### config.mk
export PLATFORM = sky130hd
export DESIGN_NAME = recir_arbiter
export DESIGN_NICKNAME = d
export VERILOG_FILES = /design/src/rtl/recir_arbiter.sv
export SDC_FILE = /design/constraint.sdc
export NUM_CORES = 1
export LEC_CHECK = 0
export ABC_CLOCK_PERIOD_IN_PS = 7200
export CORE_ASPECT_RATIO = 0.8
export CORE_MARGIN = 5
export CORE_UTILIZATION = 43
export DETAILED_ROUTE_END_ITERATION = 12
export GPL_ROUTABILITY_DRIVEN = 0
export PLACE_DENSITY_LB_ADDON = 0.08
export SLEW_MARGIN = 20
export SYNTH_ARGS = -nofsm -noshare
export SYNTH_HDL_FRONTEND = slang
export SYNTH_SLANG_ARGS = --single-unit
### constraint.sdc
create_clock -name clock -period 7.2 [get_ports clock]
set_clock_uncertainty 0.1 [all_clocks]
set_input_delay 1.44 -clock clock [delete_from_list [all_inputs] [get_ports clock]]
set_output_delay 1.44 -clock clock [all_outputs]
set_load 0.05 [all_outputs]
### src/rtl/recir_arbiter.sv
// Round-robin burst scheduler draining four recirculation FIFOs onto one
// registered symbol stream, with downstream back-pressure and IDLE fill.
module recir_arbiter #(
  parameter int unsigned MAX_BURST = 4,
  parameter logic [7:0]  IDLE_SYM  = 8'h7C
) (
  input  logic       clock,
  input  logic       reset,
  input  logic [3:0] fifo_empty,
  input  logic [8:0] fifo_data0,
  input  logic [8:0] fifo_data1,
  input  logic [8:0] fifo_data2,
  input  logic [8:0] fifo_data3,
  input  logic [3:0] port_en,
  input  logic       out_ready,
  output logic [3:0] fifo_pop,
  output logic [1:0] grant,
  output logic [7:0] out_data,
  output logic       out_valid,
  output logic       out_idle
);

  typedef enum logic {ARB, SERVE} state_t;

  localparam logic [3:0] LAST = 4'(MAX_BURST - 1);

  state_t          state_q, state_d;
  logic [1:0]      grant_q, grant_d;
  logic [3:0]      burst_cnt_q, burst_cnt_d;
  logic [7:0]      out_data_q, out_data_d;
  logic            out_valid_q, out_valid_d;
  logic [3:0]      pop;
  logic [1:0]      scan_idx;
  logic [3:0]      eligible;
  logic            load_en;
  logic [3:0][8:0] head_all;
  logic [8:0]      head;

  assign head_all = {fifo_data3, fifo_data2, fifo_data1, fifo_data0};
  assign head     = head_all[grant_q];
  assign eligible = port_en & ~fifo_empty;
  assign load_en  = ~out_valid_q | out_ready;

  always_comb begin
    state_d     = state_q;
    grant_d     = grant_q;
    burst_cnt_d = burst_cnt_q;
    out_data_d  = out_data_q;
    out_valid_d = out_valid_q;
    pop         = 4'b0000;
    scan_idx    = 2'd0;
    // A stalled output freezes the whole scheduler, not just the data path.
    if (load_en) begin
      out_valid_d = 1'b0;
      out_data_d  = IDLE_SYM;
      case (state_q)
        ARB: begin
          if (|eligible) begin
            // Scan from farthest to nearest so the nearest eligible index wins.
            for (int k = 4; k >= 1; k--) begin
              scan_idx = grant_q + 2'(k);
              if (eligible[scan_idx]) grant_d = scan_idx;
            end
            burst_cnt_d = 4'd0;
            state_d     = SERVE;
          end
        end
        SERVE: begin
          if (eligible[grant_q]) begin
            pop[grant_q] = 1'b1;
            burst_cnt_d  = burst_cnt_q + 4'd1;
            if (head[8]) begin
              out_valid_d = 1'b1;
              out_data_d  = head[7:0];
            end
            if (burst_cnt_q == LAST) state_d = ARB;
          end else begin
            state_d = ARB;
          end
        end
      endcase
    end
  end

  always_ff @(posedge clock) begin
    if (reset) begin
      state_q     <= ARB;
      grant_q     <= 2'd3;
      burst_cnt_q <= 4'd0;
      out_data_q  <= IDLE_SYM;
      out_valid_q <= 1'b0;
    end else begin
      state_q     <= state_d;
      grant_q     <= grant_d;
      burst_cnt_q <= burst_cnt_d;
      out_data_q  <= out_data_d;
      out_valid_q <= out_valid_d;
    end
  end

  assign fifo_pop  = reset ? 4'b0000 : pop;
  assign grant     = grant_q;
  assign out_data  = out_data_q;
  assign out_valid = out_valid_q;
  assign out_idle  = ~out_valid_q;

endmodule

==> impl_results.md, run 1 <==
* N_diodes at 0
* # fillers at 245
* Initial antenna violation count at 0
* Post_cts resized at 0
* Yosys reg bits at 16
* Pin count of the biggest net entering global routing at 26
* CTS tree: yes
* Mapped Cells at 150
* DRC errors left at 0
* CTS clk-pin slew, worst paths at 0.09 ns
* Yosys warnings at 0
* CTS max path bufs at 2
* RSZ-0062 raised after global routing: false
* Critical path arrival at 4.18 ns
* Die height at roughly 58 µm
* Antenna Violating Nets Remaining at 0
* Minimum clock period at 5.721 ns
* Grt ovf at 0
* Worst hold start: out_data[7]
* CP required at roughly 5.7 ns
* CTS Root Cell: clkbuf_4
* Pwr dens at 190.1 nW/µm²
* Starting Density at 44.51%
* Hold Path Cell Cnt at 2
* Slew Viols, Final at 0
* CTS Buf Count at 3
* R2R depth at 5
* Synthesis-to-layout area growth at 54.82%
* Leakage at 0.6776 nW
* Initial drt markers at just over 40
* Max FO, Critical Path at 8
* R2R Setup Slk at 4.61 ns
* Status: finished clean
* Hold Path End: out_data[7]
* Final HPWL DP at 2839 µm
* Critical path launch point type: primary input
* Post-synth ARST share at 0%
* Clk sinks at 16
* Overall die width at just under 70 µm
* Nets@finish at 262
* Final Hold Viols at 0
* Multi-input gate area at 854.6 µm²
* DR vias at 1347
* Seq. cell area at between 300 and 400 µm²
* Syn avg cell area at 8.141 µm²
* Hold Crit Class: reg -> reg
* Worst Setup End Kind: output port
* Design Area, Final at about 1900 µm²
* Placed Area at 1854 µm²
* WL per Instance at around 14 µm
* Number of flops mapped to enable cells by yosys at 0
* Share of layout cells above drive strength 1 at 6.220%
* Seq/Total Area, Yosys at 26.23%
* Cell Area, Synth at 1221 µm²
* Critical Setup Path Class: in -> out
* Final period util at between 70 and 80%
* CTS Hold Buffers Added at 0
* Gr usage total at between 10% and 20%
* Port bufs at 62
* First-pass GRT wire length at 6044 µm
* Max_slew headroom at between 40 and 50%
* Fmax at 174.8 MHz
* Worst-case vdd ir drop at 0.1204 mV
* Die area at 4012 µm²
* Num ports at 63
* Power Total at 0.3593 mW
* Vias/cell at 5.453
* WL final at around 3500 µm
* Yosys cell types at 35
* Worst-Skew Late Latency at about 0.29 ns
* Pre-antenna DRT Iters at 4
* Setup_tns at 0 ns
* Std-Cell Rows at 17
* Top_reg_cell synth: dfxtp_1
* Reg2reg end: out_data[5]
* RR Startpoint: grant[0]
* MaxCap Viol Count at 0
* Core Region at approximately 2700 µm²
* Post-CTS setup buffers at 0
* Htree depth at 1
* Finished Core Util at 68.90%
* Vias in the first global route at 1395
* Final setup vio count at 0
* Worst-Margin Slew at 0.8681 ns
* Syn_nets at 202
[through the flow]
step,hold slack (ns),setup slack (ns),std cells
floorplan,0.3701,2.585,150
global placement,0.3549,1.514,243
detailed placement,0.3527,1.461,243
CTS,0.3694,1.461,247
global route,0.3933,1.327,247
finish,0.3708,1.479,247
[Yosys cell counts, types with 2 or more instances]
master     count  area share (%)
nor3_1         5             2.0
nor2_1        13             4.0
ha_1           5             5.1
nand3_1        4             1.6
nand2b_1       9             4.6
mux4_2         2             3.7
a2111oi_0      5             3.6
xnor2_1        2             1.4
or2b_1         2             1.2
nand3b_1       4             2.5
or3b_2         2             1.4
nor3_2         2             1.6
nand2_1        7             2.2
a32oi_1        3             2.2
nor2b_1        6             3.1
o21ai_0        4             1.6
and2_1        10             5.1
dfxtp_1       16              26
inv_2          2            0.61
mux2i_1        5             4.1
nand4_1        2             1.0
clkbuf_1       5             1.5
o22ai_1       11             5.6
a21oi_1       12             4.9
a21boi_0       2             1.2
[cell families (layout without fill, tap and decap cells)]
logic type | Yosys count | in the layout | synth area share (%)
adder cells (fa/ha/maj) | 5 | 5 | 5.123
buffers and inverters | 10 | 69 | 3.791
AND/OR/NAND/NOR | 69 | 69 | 32.48
AO/OA/AOI/OAI | 40 | 40 | 21.01
XOR/XNOR | 2 | 2 | 1.435
multiplexers | 8 | 8 | 9.939
flip-flops | 16 | 16 | 26.23
[placed cells by master (no fill, tap or decap), drive strengths merged, types with 4 or more instances in the layout]
master	n
nand2	7
o22ai	11
clkdlybuf4s50	62
nor3	7
nor2	14
a2111oi	5
a21oi	12
o21ai	4
clkbuf	4
nand3	4
mux2i	5
dfxtp	16
nor2b	6
nand2b	9
nand3b	4
ha	5
and2	10
[power breakdown]
part	internal (mW)	total [mW]	switching, mW
clock network	0.0308	0.0586	0.0278
logic	0.0867	0.179	0.0922
registers	0.0956	0.122	0.0262
[critical path: stages]
cell and delay, ns:
clkdlybuf4s50_1 0.48, or2b_1 0.26, mux4_2 0.53, or2_1 0.39
nor2_4 0.15, and2_1 0.14, clkdlybuf4s50_1 0.79
[worst max-delay path by stage]
stage,from,depth (start not counted),endpoint
after floorplan,port_en[1],6,fifo_pop[0]
after global placement,port_en[1],7,fifo_pop[2]
after detailed placement,port_en[1],7,fifo_pop[2]
after CTS,port_en[1],7,fifo_pop[2]
after global routing,port_en[1],7,fifo_pop[2]
final,port_en[1],7,fifo_pop[2]
[routing by layer]
layer	vias up	GRT usage [%]	routed length, µm
met5	-	0	0
met2	54	32.88	1621
met1	615	20.93	1542
met3	2	7.279	318
met4	0	1.114	5
li1	676	-	-
[flip-flops by register name (all words and copies together), names as in the netlist]
signal	count
state_q	1
burst_cnt_q	4
out_valid	1
out_data	8
grant	2
[layout make-up]
cell class | instances | share of cell area, %
inverter | 3 | 0.5956
multi-input combinational | 124 | 45.20
tap | 38 | 2.515
timing repair buffer | 62 | 32.83
clock buffer | 4 | 1.919
sequential | 16 | 16.94
Power figures use the tool's default switching activity.
==> run 2, diff against run 1 <==
- ABC_CLOCK_PERIOD_IN_PS: 7200 -> 5400
- CORE_UTILIZATION: 43 -> 40
- clock period: 7.2 -> 5.4 ns (I/O delays scaled with it)
==> run 2 against run 1 <==
Sequential share of layout area shrank 0.32 points. Non-clock buffer count grew 2. Combinational power grew 47%.
==> impl_results.md, run 2 (synthesis gave the netlist of run 1 again) <==
* Status: finished clean
* GR Layer Usage met3 at 5.254%
* Final std cells w/o fill at 251
* Die area at 4265 µm²
* Pwr dens at 265.7 nW/µm²
* WHS at 0.3626 ns
* Share of layout cells above drive strength 1 at about 7.1%
* # fillers at 284
* Leakage at 0.6945 nW
* Hold Path Cell Cnt at 2
* Final period util at ~93%
* CTS Root Cell: clkbuf_8
* CTS clk-pin slew, worst paths at 0.06 ns
* Initial drt markers at between 40 and 50
* Overall die width at 71.78 µm
* R2R depth at 6
* Final setup margin at slightly below 0.4 ns
* Vias/cell at 5.363
* Most common cell after layout, fill and taps aside: clkdlybuf4s50_1
* Clk sinks at 16
* CTS Hold Buffers Added at 0
* Minimum clock period at ~5.0 ns
* Grt ovf at 0
* Core Region at 3018 µm²
* Critical path launch point type: primary input
* Starting Density at 40.46%
* Pin count of the biggest net entering global routing at 26
* WL final at approximately 3600 µm
* Post_cts resized at 0
* CP required at 4.22 ns
* Nets@finish at 264
* CTS max path bufs at 2
* Met2 Use GR at 32.07%
* Post-CTS setup buffers at 0
* Hold Crit Class: reg -> reg
* Worst Setup End Kind: output port
* Post-Place Setup Slack at 0.3761 ns
* Critical path arrival at 3.84 ns
* Final Hold Viols at 0
* Multi-input gate area at roughly 850 µm²
* RR Startpoint: grant[1]
* Initial antenna violation count at 0
* Setup_tns at 0 ns
* Gr usage total at between 10% and 20%
* Port bufs at 62
* Antenna Violating Nets Remaining at 0
* Die height at around 59 µm
* DR vias at ~1300
* Worst-Margin Slew at ~0.67 ns
* Worst hold start: out_data[1]
* DRC errors left at 0
* CP startpoint: port_en[1]
* Worst-Skew Late Latency at 0.25 ns
* Slew Viols, Final at 0
* First-pass GRT wire length at 5927 µm
* Fmax at around 200 MHz
* Critical Setup Path Class: in -> out
* Final HPWL DP at 2921 µm
* Vias in the first global route at 1384
* Synthesis-to-layout area growth at 57.79%
* CTS Buf Count at 3
* WL per Instance at 14.50 µm
* Seq. cell area at between 300 and 400 µm²
* Power Total at 0.5120 mW
* Max reg flops at 8
* Met1 track demand over resource at between 10% and 20%
* RSZ-0062 raised after global routing: false
* Most frequent cells in the layout: 62 x clkdlybuf4s50_1, 16 x dfxtp_1, 13 x nor2_1, 12 x a21oi_1, 11 x o22ai_1
* MaxCap Viol Count at 0
* Final setup vio count at 0
* Max_slew headroom at between 50 and 60%
* Max FO, Critical Path at 8
* Std-Cell Rows at 18
* Pre-antenna DRT Iters at 4
* Worst-case vdd ir drop at 0.2001 mV
* N_diodes at 0
* GR peak layer: met2
* CTS tree: yes
* Htree depth at 1
* Placed insts at 247
* Num ports at 63
run 2: changes by cell type in the layout (fill, tap and decap cells not counted), sizes merged:
| cell | previous run | this run |
|---|---|---|
| buf | 0 | 2 |
run 2: metal layers:
layer  vias up  wire [µm]
met5         -          0
met4         0         37
li1        675          -
met1       598       1584
met3         4        361
met2        69       1656
run 2: worst paths after layout:
kind / end / slack, ns
worst max register to register: grant[1] / 3.15
worst min register to register: out_data[1] / 0.36
worst min-delay path: out_data[1] / 0.36
worst max-delay path: fifo_pop[0] / 0.38
run 2: report_power, final:
group	switching (mW)	internal (mW)
logic	0.144	0.119
registers	0.0162	0.128
clock network	0.0400	0.0646
run 2: metrics by stage:
stage | area (µm²) | utilization (%)
after global routing | 1927 | 63.85
final | 1927 | 63.85
after CTS | 1927 | 63.85
after detailed placement | 1872 | 62.02
after global placement | 1872 | 62.02
after floorplan | 1221 | -
run 2: area by class of cell:
| cell class | count | area share, % |
|---|---|---|
| clock buffers | 4 | 2.857 |
| inverters | 3 | 0.5844 |
| multi-input cells | 124 | 44.35 |
| flip-flops and latches | 16 | 16.62 |
| well taps | 40 | 2.597 |
| repair buffers | 64 | 32.99 |
run 2: critical path: stages:
cell,delay [ns]
clkdlybuf4s50_1,0.48
or2b_1,0.26
mux4_2,0.54
or2_1,0.39
nor2_4,0.15
and2_1,0.13
clkdlybuf4s50_1,0.80
